[src/rtl/hex7seg_scan_mux.sv]
// hex7seg_scan_mux
// Time-multiplexed driver for NUM_DIGITS seven-segment digits that share one
// segment bus. A free-running prescaler sets the slot length. A scan counter
// selects the digit. A double buffer only swaps at the end of a frame, so a
// frame never mixes old and new values. Each slot starts with a few clocks of
// all-anodes-off to hide ghosting while the segment bus settles.
//
// Optional build macro: HEX7SEG_LZ_BLANK_EN
//   When defined, leading zeros are suppressed. A digit goes dark when its
//   nibble and every higher nibble are zero. Digit 0 always shows. A set
//   decimal point keeps its own digit and all lower digits visible.
//   When undefined, no suppression logic is built.
module hex7seg_scan_mux #(
  parameter int NUM_DIGITS     = 4,
  parameter int CLK_DIV_BITS   = 16,
  parameter int BLANK_CYCLES   = 4,
  parameter bit SEG_ACTIVE_LOW = 1'b1,
  parameter bit AN_ACTIVE_LOW  = 1'b1
) (
  input  logic                    clk,
  input  logic                    rst_n,
  input  logic [4*NUM_DIGITS-1:0] x,
  input  logic [NUM_DIGITS-1:0]   dp_in,
  input  logic [NUM_DIGITS-1:0]   digit_en,
  input  logic                    load,
  output logic [6:0]              a_to_g,
  output logic                    dp,
  output logic [NUM_DIGITS-1:0]   an,
  output logic                    frame_start,
  output logic                    pending
);

  localparam int                      IDX_W     = (NUM_DIGITS > 1) ? $clog2(NUM_DIGITS) : 1;
  localparam logic [IDX_W-1:0]        LAST_IDX  = IDX_W'(NUM_DIGITS - 1);
  localparam logic [CLK_DIV_BITS-1:0] BLANK_LIM = CLK_DIV_BITS'(BLANK_CYCLES);
  localparam logic [6:0]              SEG_OFF   = {7{SEG_ACTIVE_LOW}};
  localparam logic                    DP_OFF    = SEG_ACTIVE_LOW;
  localparam logic [NUM_DIGITS-1:0]   AN_OFF    = {NUM_DIGITS{AN_ACTIVE_LOW}};

  // Active-high segment pattern for one hex nibble (bit6 = a ... bit0 = g).
  function automatic logic [6:0] hex_to_seg(input logic [3:0] nib);
    logic [6:0] seg;
    case (nib)
      4'h0: seg = 7'h7E;
      4'h1: seg = 7'h30;
      4'h2: seg = 7'h6D;
      4'h3: seg = 7'h79;
      4'h4: seg = 7'h33;
      4'h5: seg = 7'h5B;
      4'h6: seg = 7'h5F;
      4'h7: seg = 7'h70;
      4'h8: seg = 7'h7F;
      4'h9: seg = 7'h7B;
      4'hA: seg = 7'h77;
      4'hB: seg = 7'h1F;
      4'hC: seg = 7'h4E;
      4'hD: seg = 7'h3D;
      4'hE: seg = 7'h4F;
      4'hF: seg = 7'h47;
      default: seg = 7'h00;
    endcase
    return seg;
  endfunction

  // Apply the board's segment polarity to an active-high pattern.
  function automatic logic [6:0] seg_drive(input logic [6:0] seg_hi);
    return SEG_ACTIVE_LOW ? ~seg_hi : seg_hi;
  endfunction

  // Apply the board's anode polarity to an active-high enable vector.
  function automatic logic [NUM_DIGITS-1:0] an_drive(input logic [NUM_DIGITS-1:0] an_hi);
    return AN_ACTIVE_LOW ? ~an_hi : an_hi;
  endfunction

  logic [CLK_DIV_BITS-1:0] r_cnt;
  logic [IDX_W-1:0]        r_idx;
  logic [4*NUM_DIGITS-1:0] r_pend_x;
  logic [NUM_DIGITS-1:0]   r_pend_dp;
  logic [4*NUM_DIGITS-1:0] r_act_x;
  logic [NUM_DIGITS-1:0]   r_act_dp;
  logic                    r_pending;
  logic                    r_frame_start;
  logic [6:0]              r_a_to_g;
  logic                    r_dp;
  logic [NUM_DIGITS-1:0]   r_an;

  logic                    w_tick;
  logic                    w_wrap;
  logic [3:0]              w_nib;
  logic                    w_dp_sel;
  logic [NUM_DIGITS-1:0]   w_onehot;
  logic [NUM_DIGITS-1:0]   w_lz_mask;
  logic [NUM_DIGITS-1:0]   w_an_hi;

  // The last prescaler count ends the slot. Wrapping from the last digit ends the frame.
  assign w_tick = &r_cnt;
  assign w_wrap = w_tick && (r_idx == LAST_IDX);

  // Free-running prescaler: one full count is one digit slot.
  always_ff @(posedge clk or negedge rst_n) begin
    if (!rst_n) begin
      r_cnt <= '0;
    end else begin
      r_cnt <= r_cnt + CLK_DIV_BITS'(1);
    end
  end

  // Digit scan index: steps once per slot. With a single digit it stays at 0.
  always_ff @(posedge clk or negedge rst_n) begin
    if (!rst_n) begin
      r_idx <= '0;
    end else if (w_tick) begin
      r_idx <= (r_idx == LAST_IDX) ? '0 : r_idx + IDX_W'(1);
    end
  end

  // Pending buffer: every load overwrites it, so the last load before a wrap wins.
  always_ff @(posedge clk or negedge rst_n) begin
    if (!rst_n) begin
      r_pend_x  <= '0;
      r_pend_dp <= '0;
    end else if (load) begin
      r_pend_x  <= x;
      r_pend_dp <= dp_in;
    end
  end

  // Active buffer: takes the pending data only at a frame wrap, so every frame is coherent.
  always_ff @(posedge clk or negedge rst_n) begin
    if (!rst_n) begin
      r_act_x  <= '0;
      r_act_dp <= '0;
    end else if (w_wrap && r_pending) begin
      r_act_x  <= r_pend_x;
      r_act_dp <= r_pend_dp;
    end
  end

  // Pending flag: a load wins over a wrap in the same cycle, because its new data still waits.
  always_ff @(posedge clk or negedge rst_n) begin
    if (!rst_n) begin
      r_pending <= 1'b0;
    end else if (load) begin
      r_pending <= 1'b1;
    end else if (w_wrap) begin
      r_pending <= 1'b0;
    end
  end

  // Frame marker: high for one cycle, the cycle after the scan returns to digit 0.
  always_ff @(posedge clk or negedge rst_n) begin
    if (!rst_n) begin
      r_frame_start <= 1'b0;
    end else begin
      r_frame_start <= w_wrap;
    end
  end

  // Select the nibble and decimal point of the digit being scanned.
  always_comb begin
    w_nib    = '0;
    w_dp_sel = 1'b0;
    w_onehot = '0;
    for (int i = 0; i < NUM_DIGITS; i++) begin
      if (r_idx == IDX_W'(i)) begin
        w_nib       = r_act_x[4*i +: 4];
        w_dp_sel    = r_act_dp[i];
        w_onehot[i] = 1'b1;
      end
    end
  end

`ifdef HEX7SEG_LZ_BLANK_EN
  // Leading-zero mask: scan from the top digit down. Stop suppressing at the first nonzero nibble or set dp.
  always_comb begin
    logic keep;
    keep      = 1'b0;
    w_lz_mask = '0;
    for (int i = NUM_DIGITS - 1; i >= 1; i--) begin
      keep         = keep | (r_act_x[4*i +: 4] != 4'h0) | r_act_dp[i];
      w_lz_mask[i] = ~keep;
    end
  end
`else
  assign w_lz_mask = '0;
`endif

  // Anode enable: off during the blanking window. Otherwise one-hot at the scan index, gated by the live enables.
  always_comb begin
    w_an_hi = w_onehot & digit_en & ~w_lz_mask;
    if (r_cnt < BLANK_LIM) begin
      w_an_hi = '0;
    end
  end

  // Output registers: the pins lag the scan state by one clock and come out glitch-free.
  always_ff @(posedge clk or negedge rst_n) begin
    if (!rst_n) begin
      r_a_to_g <= SEG_OFF;
      r_dp     <= DP_OFF;
      r_an     <= AN_OFF;
    end else begin
      r_a_to_g <= seg_drive(hex_to_seg(w_nib));
      r_dp     <= SEG_ACTIVE_LOW ? ~w_dp_sel : w_dp_sel;
      r_an     <= an_drive(w_an_hi);
    end
  end

  assign a_to_g      = r_a_to_g;
  assign dp          = r_dp;
  assign an          = r_an;
  assign frame_start = r_frame_start;
  assign pending     = r_pending;

endmodule

[config.mk]
export PLATFORM = sky130hd
export DESIGN_NAME = hex7seg_scan_mux
export DESIGN_NICKNAME = d
export VERILOG_FILES = /design/src/rtl/hex7seg_scan_mux.sv
export SDC_FILE = /design/constraint.sdc
export NUM_CORES = 1
export LEC_CHECK = 0
export BUFFER_PORTS_ARGS = -buffer_cell sky130_fd_sc_hd__buf_4
export CORE_MARGIN = 8
export CORE_UTILIZATION = 57
export CTS_CLUSTER_SIZE = 25
export DETAILED_ROUTE_END_ITERATION = 10
export MAX_ROUTING_LAYER = met4
export PLACE_DENSITY_LB_ADDON = 0.05
export SYNTH_ARGS = -nofsm -noshare
export SYNTH_HDL_FRONTEND = slang
export SYNTH_SLANG_ARGS = --single-unit
export TNS_END_PERCENT = 20
[constraint.sdc]
create_clock -name clk -period 2.8 [get_ports clk]
set_input_delay 0.56 -clock clk [delete_from_list [all_inputs] [get_ports clk]]
set_output_delay 0.56 -clock clk [all_outputs]
set_load 0.01 [all_outputs]
# --- Yosys cells after proc, flatten, opt, wreduce, memory -nomap -nowiden ---
# Memory sizes are Yosys's and may differ from the RTL's.
# Index checks and enable logic that the tools add are counted.
totals:
  ff_bits: 72
  mem_bits_ro: 112
  in_bits: 27
  out_inout_bits: 14
  elab_cells: 43
  memories: 1
memory_table:
  columns: ["memory", "words", "width", "read_ports", "rd_clocked_by_memory_dff", "write_ports", "line_no", "rtl"]
  rows:
  - ["(no name shown)", 16, 7, 1, 0, 0, "43", "case (nib)"]
classes:
  add_sub_neg: 2
  n_lt_le_gt_ge: 1
  eq_ne: 3
  mux: 16
  bitwise_logic: 4
  reduce_logical: 5
op_table:
  columns: ["cell", "count"]
  rows:
  - ["2-to-1 mux 4 bit", 5]
  - ["adder 16 x 1 -> 16 bit (second input constant)", 1]
  - ["less-than comparator 16 x 3 -> 1 bit (second input constant)", 1]
  - ["AND reduction 16 bit", 1]
  - ["2-to-1 mux 1 bit", 10]
  - ["NOT 7 bit", 1]
  - ["AND 4 bit", 1]
  - ["== test 2 bit (second input constant)", 2]
  - ["NOT 4 bit", 1]
  - ["adder 2 x 1 -> 2 bit (second input constant)", 1]
  - ["== test 2 x 1 -> 1 bit (second input constant)", 1]
  - ["logical AND 1 bit", 2]
  - ["logical NOT 2 bit", 1]
  - ["2-to-1 mux 2 bit", 1]
  - ["nonzero test 2 bit", 1]
  - ["NOT 1 bit", 1]

# --- Depth between registers and ports, before layout ---
# Gate-level depths: netlist of the first run.
# An unclocked memory read counts as a cell.
depth:
  depth_word: 7
  mapped_depth: 11
  ltp_nobuf: 11

# --- Worst setup path before layout of the first run ---
# Ideal clock, no wire load.
synth_timing:
  kind: "reg2reg"
  start: "register r_idx[0]"
  end: "register r_a_to_g[3], in the netlist a_to_g[3]"
  setup_ns: 0.083
  arrival_time_ns: 1.894
  required_time_ns: 2.717
  path_slack_ns: 0.823
  stages_incl_launch_ff: 11
  n_path_buf: 0
  period_less_slack_ns: 1.977
  path_cell_list: "dfrtp_1 -> ha_1 -> nor2b_1 -> a22oi_1 -> a21oi_1 -> inv_1 -> ha_1 -> inv_1 -> nor2_1 -> a21oi_1 -> a21oi_1"
synth_between:
  elab_chain_cells: 7
  word_cells_on_any_way: 10
  cone_classes: "eq/ne (3); mux (4); bitwise (1); reduce/logical (1); memory (1)"
synth_lines:
  columns: ["element", "line_no", "rtl"]
  rows:
  - ["start, declared", "76", "logic [IDX_W-1:0] r_idx;"]
  - ["start signal, assigned", "113", "r_idx <= (r_idx == LAST_IDX) ? '0 : r_idx + IDX_W'(1);"]
  - ["logical NOT 2 bit", "165", "if (r_idx == IDX_W'(i)) begin"]
  - ["2-to-1 mux 4 bit (3 in series)", "165", null]
  - ["2-to-1 mux 4 bit (*)", "165", null]
  - ["memory read (16 x 7 bit) (*)", null, null]
  - ["NOT 7 bit (*)", "67", "return SEG_ACTIVE_LOW ? ~seg_hi : seg_hi;"]
  - ["end signal, assigned", "203", "r_a_to_g <= seg_drive(hex_to_seg(w_nib));"]
  - ["end, declared", "83", "logic [6:0] r_a_to_g;"]
# Every way passes the cells marked *; elsewhere a longest branch is shown, timed or not.
# A chain may end at the register's enable or synchronous reset.

# --- Final worst setup path of the first run ---
layout_timing:
  start: "register r_idx[1]"
  end: "register r_a_to_g[3], in the netlist a_to_g[3]"
# Same word-level chain as after synthesis.

==> results of run 1 <==
-- sequential cells by signal (all words and copies together) (netlist names) --
register     flops
a_to_g           7
an               4
dp               1
frame_start      1
pending          1
r_act_dp         4
r_act_x         16
r_cnt           16
r_idx            2
r_pend_dp        4
r_pend_x        16
-- critical path, cell delays in order (launching register included) --
cell     delay (ns)
dfrtp_1        0.40
inv_1          0.08
ha_1           0.28
nor2b_1        0.28
a22oi_1        0.13
a21oi_1        0.39
inv_1          0.17
ha_1           0.24
inv_1          0.09
nor2_1         0.05
a21oi_1        0.11
a21oi_1        0.08
-- per-stage QoR --
stage / instance area, um^2 / worst slack, ns / hold slack, ns
2_1_floorplan: 3220 / 0.823 / 0.264
5_1_grt: 3780 / 0.160 / 0.386
4_1_cts: 3780 / 0.490 / 0.357
6_report: 3780 / 0.438 / 0.323
3_5_place_dp: 3580 / 0.504 / 0.433
3_3_place_gp: 3580 / 0.640 / 0.440
-- cell families after synthesis --
family	Yosys count	synth area share
flip-flops	72	0.564
AO/OA/AOI/OAI	27	0.0571
multiplexers	43	0.173
adder cells (fa/ha/maj)	12	0.0466
buffers and inverters	19	0.0287
XOR/XNOR	14	0.0381
AND/OR/NAND/NOR	49	0.0928
-- cell usage after synthesis (all sizes together), types with 3 or more instances --
cell,number
a21oi,5
a22o,3
and3,3
buf,5
dfrtp,60
dfstp,12
ha,12
inv,12
mux2,41
nand2,6
nand3,10
nand4,5
nor2,7
nor2b,4
nor3,3
nor4,3
o21ai,3
o22ai,5
xnor2,9
xor2,5
-- worst max-delay path by stage --
stage | start | endpoint | slack, ns | depth (start not counted)
after floorplan | r_idx[0] | a_to_g[3] | 0.82 | 10
after global placement | r_idx[0] | a_to_g[3] | 0.64 | 10
after detailed placement | r_idx[1] | a_to_g[3] | 0.50 | 11
after CTS | r_idx[1] | a_to_g[3] | 0.49 | 11
after global routing | r_idx[1] | a_to_g[3] | 0.16 | 11
final | r_idx[1] | a_to_g[3] | 0.44 | 11
-- report_power, final --
part           internal, mW  switching, mW  leakage, nW  total [mW]
Combinational        0.0504         0.0361        0.861      0.0864
Clock                 0.476          0.353        0.108       0.830
Sequential             1.07         0.0151        0.898        1.09
Total                  1.60          0.405         1.87        2.00
-- per-layer routing --
metal,GRT usage,wire length (um)
met2,0.224,2600
met5,-,0
met4,0.0873,192
met3,0.0510,317
met1,0.181,2520
-- area by class of cell --
type | instances | area (um^2) | share of cell area
Clock inverter | 3 | 40.0 | 0.0106
Sequential cell | 72 | 1820 | 0.480
Clock buffer | 12 | 165 | 0.0436
Inverter | 12 | 45.0 | 0.0119
Multi-Input combinational cell | 145 | 1310 | 0.347
Timing Repair Buffer | 42 | 315 | 0.0833
Tap cell | 72 | 90.1 | 0.0238
==> metrics.txt, run 1 <==
Avg Inst Size Synth=approximately 14 um^2; vias in the first global route=roughly 2000; first-pass GRT wire length=9.83 mm; RSZ-0062 raised after global routing=no; post-synth top area share=0.466; Syn Nets=between 200 and 300; Final Util=0.692; FFs w/ async S/R, synth=1.00; dpl cells=between 300 and 400; Final setup viols=0; Fillers=420; initial antenna violation count=0; DRC violations left=0; GRT overflow=0; critical path class=flop to flop; post-synth top area cell=dfrtp_1; period utilisation layout=0.844; Worst EP required=3.07 ns; top post-synthesis cells by area=dfrtp_1 47%, dfstp_2 9.8%, mux2_4 9.3%, mux2_2 7.3%, ha_1 4.7%; WL per Instance=between 15 and 20 um; Synth Cell Area=3220 um^2; ANT nets after route=0; Pleak=1.87 nW; Final Skew=0.00922 ns; global router's overall resource usage=0.153; status=finished, final reports clean; Final Max Slew Viols=0; worst min path class=input port to asynchronous set/reset pin; n_diodes=0; area of the core=~5500 um^2; pwr/cell area=about 530 nW/um^2; Initial Utilization=0.589; Final Critical Period=approximately 2.4 ns; Startpoint Class=flop; vias per cell=roughly 5.4; prevailing post-synth register cell=dfrtp_1; Cells after Synth=approximately 240; Fin. Hold Viols=0; NumNets Final=321; CTS Buffer Depth=2; CP Capture Type=flop; Worst EP arrival=2.63 ns; Die W=a little over 90 um; Total Power=around 2.0 mW; Synth Register Bits=72; Area Overhead vs Synth=17.5%; hold_buf cts=0; die height=between 90 and 100 um; row cnt=27; fmax=around 420 MHz; Pre-antenna DRT Iters=4; final wirelength=between 5 and 6 mm; Die ar.=about 8300 um^2; layout cell share with drive strength beyond 1=0.409; reg2reg end=a_to_g[3]; port buffer count=40; worst reg2reg path depth=11; cts repair resizes=0; vias=roughly 1900; Least-Margin Pin Slew=0.846 ns; CTS tree=built; max cap viols=0; Detail Placement HPWL=between 4 and 5 mm; I/O pin cnt=41; Setup TNS Final=0 ns; Worst-path clk slew=0.07 ns; library cells used by synthesis=45; Finished Layout Cells=358; Post-synth EDFFs=0; largest net degree at the start of global routing=73; DR iter-0 viols=slightly below 100; crit-path max FO=8; commonest non-fill, non-tap cells in the layout=60 x dfrtp_1, 42 x buf_4, 21 x mux2_2; flop2flop setup slack=between 0.4 and 0.5 ns; Max rail drop VDD=~350 uV; routability congestion estimate=just over 0.8; Worst-Skew Late Latency=around 0.34 ns; most common cell after layout, fill and taps aside=dfrtp_1; TritonCTS Buffers=9; H-tree depth=3; sequential area share after synthesis=0.564; worst r2r src=r_idx[1]; # Post-CTS Setup Buffers=0; clk sinks=72; Max-slew headroom=0.436; clk root buf=clkbuf_8; Yosys warnings=0
(Power assumes the default switching activity.)
==> run 2, diff against run 1 <==
--- a/config.mk
+++ b/config.mk
@@ -7,7 +7,7 @@
 export LEC_CHECK = 0
 export BUFFER_PORTS_ARGS = -buffer_cell sky130_fd_sc_hd__buf_4
 export CORE_MARGIN = 8
-export CORE_UTILIZATION = 57
+export CORE_UTILIZATION = 52
 export CTS_CLUSTER_SIZE = 25
 export DETAILED_ROUTE_END_ITERATION = 10
 export MAX_ROUTING_LAYER = met4
==> constraint.sdc (replaced) <==
create_clock -name clk -period 2 [get_ports clk]
set_input_delay 0.4 -clock clk [delete_from_list [all_inputs] [get_ports clk]]
set_output_delay 0.4 -clock clk [all_outputs]
set_load 0.01 [all_outputs]
==> metrics.txt, run 2 (synthesis results as in run 1) <==
Worst-Skew Late Latency=approximately 0.34 ns; layout cell share with drive strength beyond 1=0.533; Initial Utilization=0.541; Setup TNS Final=0 ns; Fin. Hold Viols=0; hold path cells=2; P_int=around 2.3 mW; most common cell after layout, fill and taps aside=dfrtp_1; TritonCTS Buffers=9; first-pass GRT wire length=~10 mm; largest net degree at the start of global routing=39; Slowest Stage Delay on Critical Path=0.44 ns; WL per Instance=15.9 um; CP Capture Type=flop; final wirelength=6.06 mm; Area Overhead vs Synth=28.0%; Pleak=approximately 2.0 nW; Pre-antenna DRT Iters=4; crit path from=r_idx[0]; Final setup viols=0; ANT nets after route=0; Gate power share=0.044; Setup WS pre-CTS=-0.159 ns; Final Max Slew Viols=0; vias in the first global route=between 2000 and 2500; commonest non-fill, non-tap cells in the layout=58 x dfrtp_1, 56 x buf_4, 21 x mux2_2; die height=about 95 um; worst min path class=input port to flop; sequential cell fraction of total power=0.522; Setup WS post-layout=between 0.03 and 0.04 ns; Worst setup endpoint=a_to_g[6]; pwr/cell area=between 700 and 800 nW/um^2; flop2flop setup slack=between 0.03 and 0.04 ns; Least-Margin Pin Slew=about 0.40 ns; port buffer count=40; global router's overall resource usage=0.148; n_diodes=0; RSZ-0062 raised after global routing=yes; DP Area=3690 um^2; initial antenna violation count=0; reg2reg end=a_to_g[6]; clk root buf=clkbuf_8; Worst-path clk slew=0.07 ns; NumNets Final=340; critical path class=flop to flop; design area=roughly 4100 um^2; Die ar.=around 9000 um^2; Fillers=448; worst reg2reg path depth=8; fmax=~510 MHz; CTS Buffer Depth=2; Final Skew=between 0.006 and 0.007 ns; Final Critical Period=between 1.5 and 2 ns; Detail Placement HPWL=4.19 mm; DRC violations left=0; Switch Pwr=~600 uW; hold slack final=0.210 ns; status=finished, final reports clean; Startpoint Class=flop; period utilisation layout=0.983; Worst EP required=approximately 2.3 ns; crit-path max FO=6; Max rail drop VDD=approximately 520 uV; DR iter-0 viols=52; vias per cell=around 5.3; Die W=94.7 um; vias=2034; Critical Path, Cell by Cell=inv_4 > ha_4 > buf_6 > a211oi_2 > a221oi_2 > buf_4 > or3_4 > a31oi_1; routability congestion estimate=~0.83; Worst EP arrival=approximately 2.2 ns; row cnt=28; I/O pin cnt=41; sw frac=0.209; area of the core=a little under 6000 um^2; worst r2r src=r_idx[0]; max cap viols=0; H-tree depth=3; Top Registers=r_act_x x16, r_cnt x16, r_pend_x x16; clock network power share=0.435; CTS tree=built; GRT overflow=0; slowest CP cell=dfrtp_2; clk sinks=a little over 70; Max-slew headroom=0.736
==> run 2: cell count changes in the layout (fill, tap and decap cells not counted), moves of 3 or more <==
cell     previous run  this run
o22ai_1             5         2
o22ai_2             0         3
ha_1               12         6
ha_2                0         3
ha_4                0         3
inv_1              12         9
buf_4              42        56
nor2b_4             0         3
==> run 2: per-stage QoR <==
step / utilization / instances / power, mW
finish: 0.693 / 381 / 2.91
global route: 0.693 / 381 / 3.03
CTS: 0.659 / 375 / 2.95
detailed placement: 0.619 / 358 / 1.68
global placement: 0.619 / 358 / 1.67
floorplan: - / 236 / 1.59
==> run 2: metal layers <==
layer	global-route usage	vias to the layer above	wire length, um
met5	-	-	0
met4	0.0806	0	140
met3	0.0421	15	300
met2	0.207	49	2770
met1	0.188	999	2850
li1	-	971	-
==> run 2: critical path: cells and delay by family (launching register included) <==
family | cells | cell delay [ns]
compound gates | 3 | 0.53
fa+ha+maj | 1 | 0.17
buf+inv | 3 | 0.39
flops | 1 | 0.44
simple gates | 1 | 0.38
==> run 2: power by group through the flow <==
stage	Clock, mW	Sequential (mW)	Combinational, mW
floorplan	0	1.54	0.0505
global placement	0	1.55	0.127
detailed placement	0	1.55	0.130
CTS	1.29	1.52	0.132
global route	1.36	1.53	0.144
finish	1.27	1.52	0.128
==> run 2: worst min path at each step <==
stage,end,startpoint
global placement,r_cnt[2],rst_n
global route,an[3],digit_en[3]
floorplan,frame_start,rst_n
detailed placement,r_cnt[7],rst_n
CTS,an[1],digit_en[1]
finish,an[2],digit_en[2]
==> run 2: repair_timing <==
| item | 4_1_cts | 5_1_grt |
|---|---|---|
| cloned | 0 | 1 |
| gates resized for setup | 2 | 37 |
| setup buffers | 0 | 5 |
| hold buffers | 1 | 0 |
| setup endpoints to repair | 7 | 7 |
| hold endpoints to repair | 15 | 0 |
| pin swaps | 0 | 6 |
==> run 2: layout make-up <==
| type | count | area (um^2) | area share |
|---|---|---|---|
| flip-flops and latches | 72 | 1820 | 0.441 |
| inverters | 12 | 47.5 | 0.0115 |
| multi-input cells | 145 | 1450 | 0.352 |
| clock inverters | 6 | 82.6 | 0.0200 |
| repair buffers | 61 | 493 | 0.120 |
| well taps | 75 | 93.8 | 0.0227 |
| clock buffers | 10 | 138 | 0.0334 |
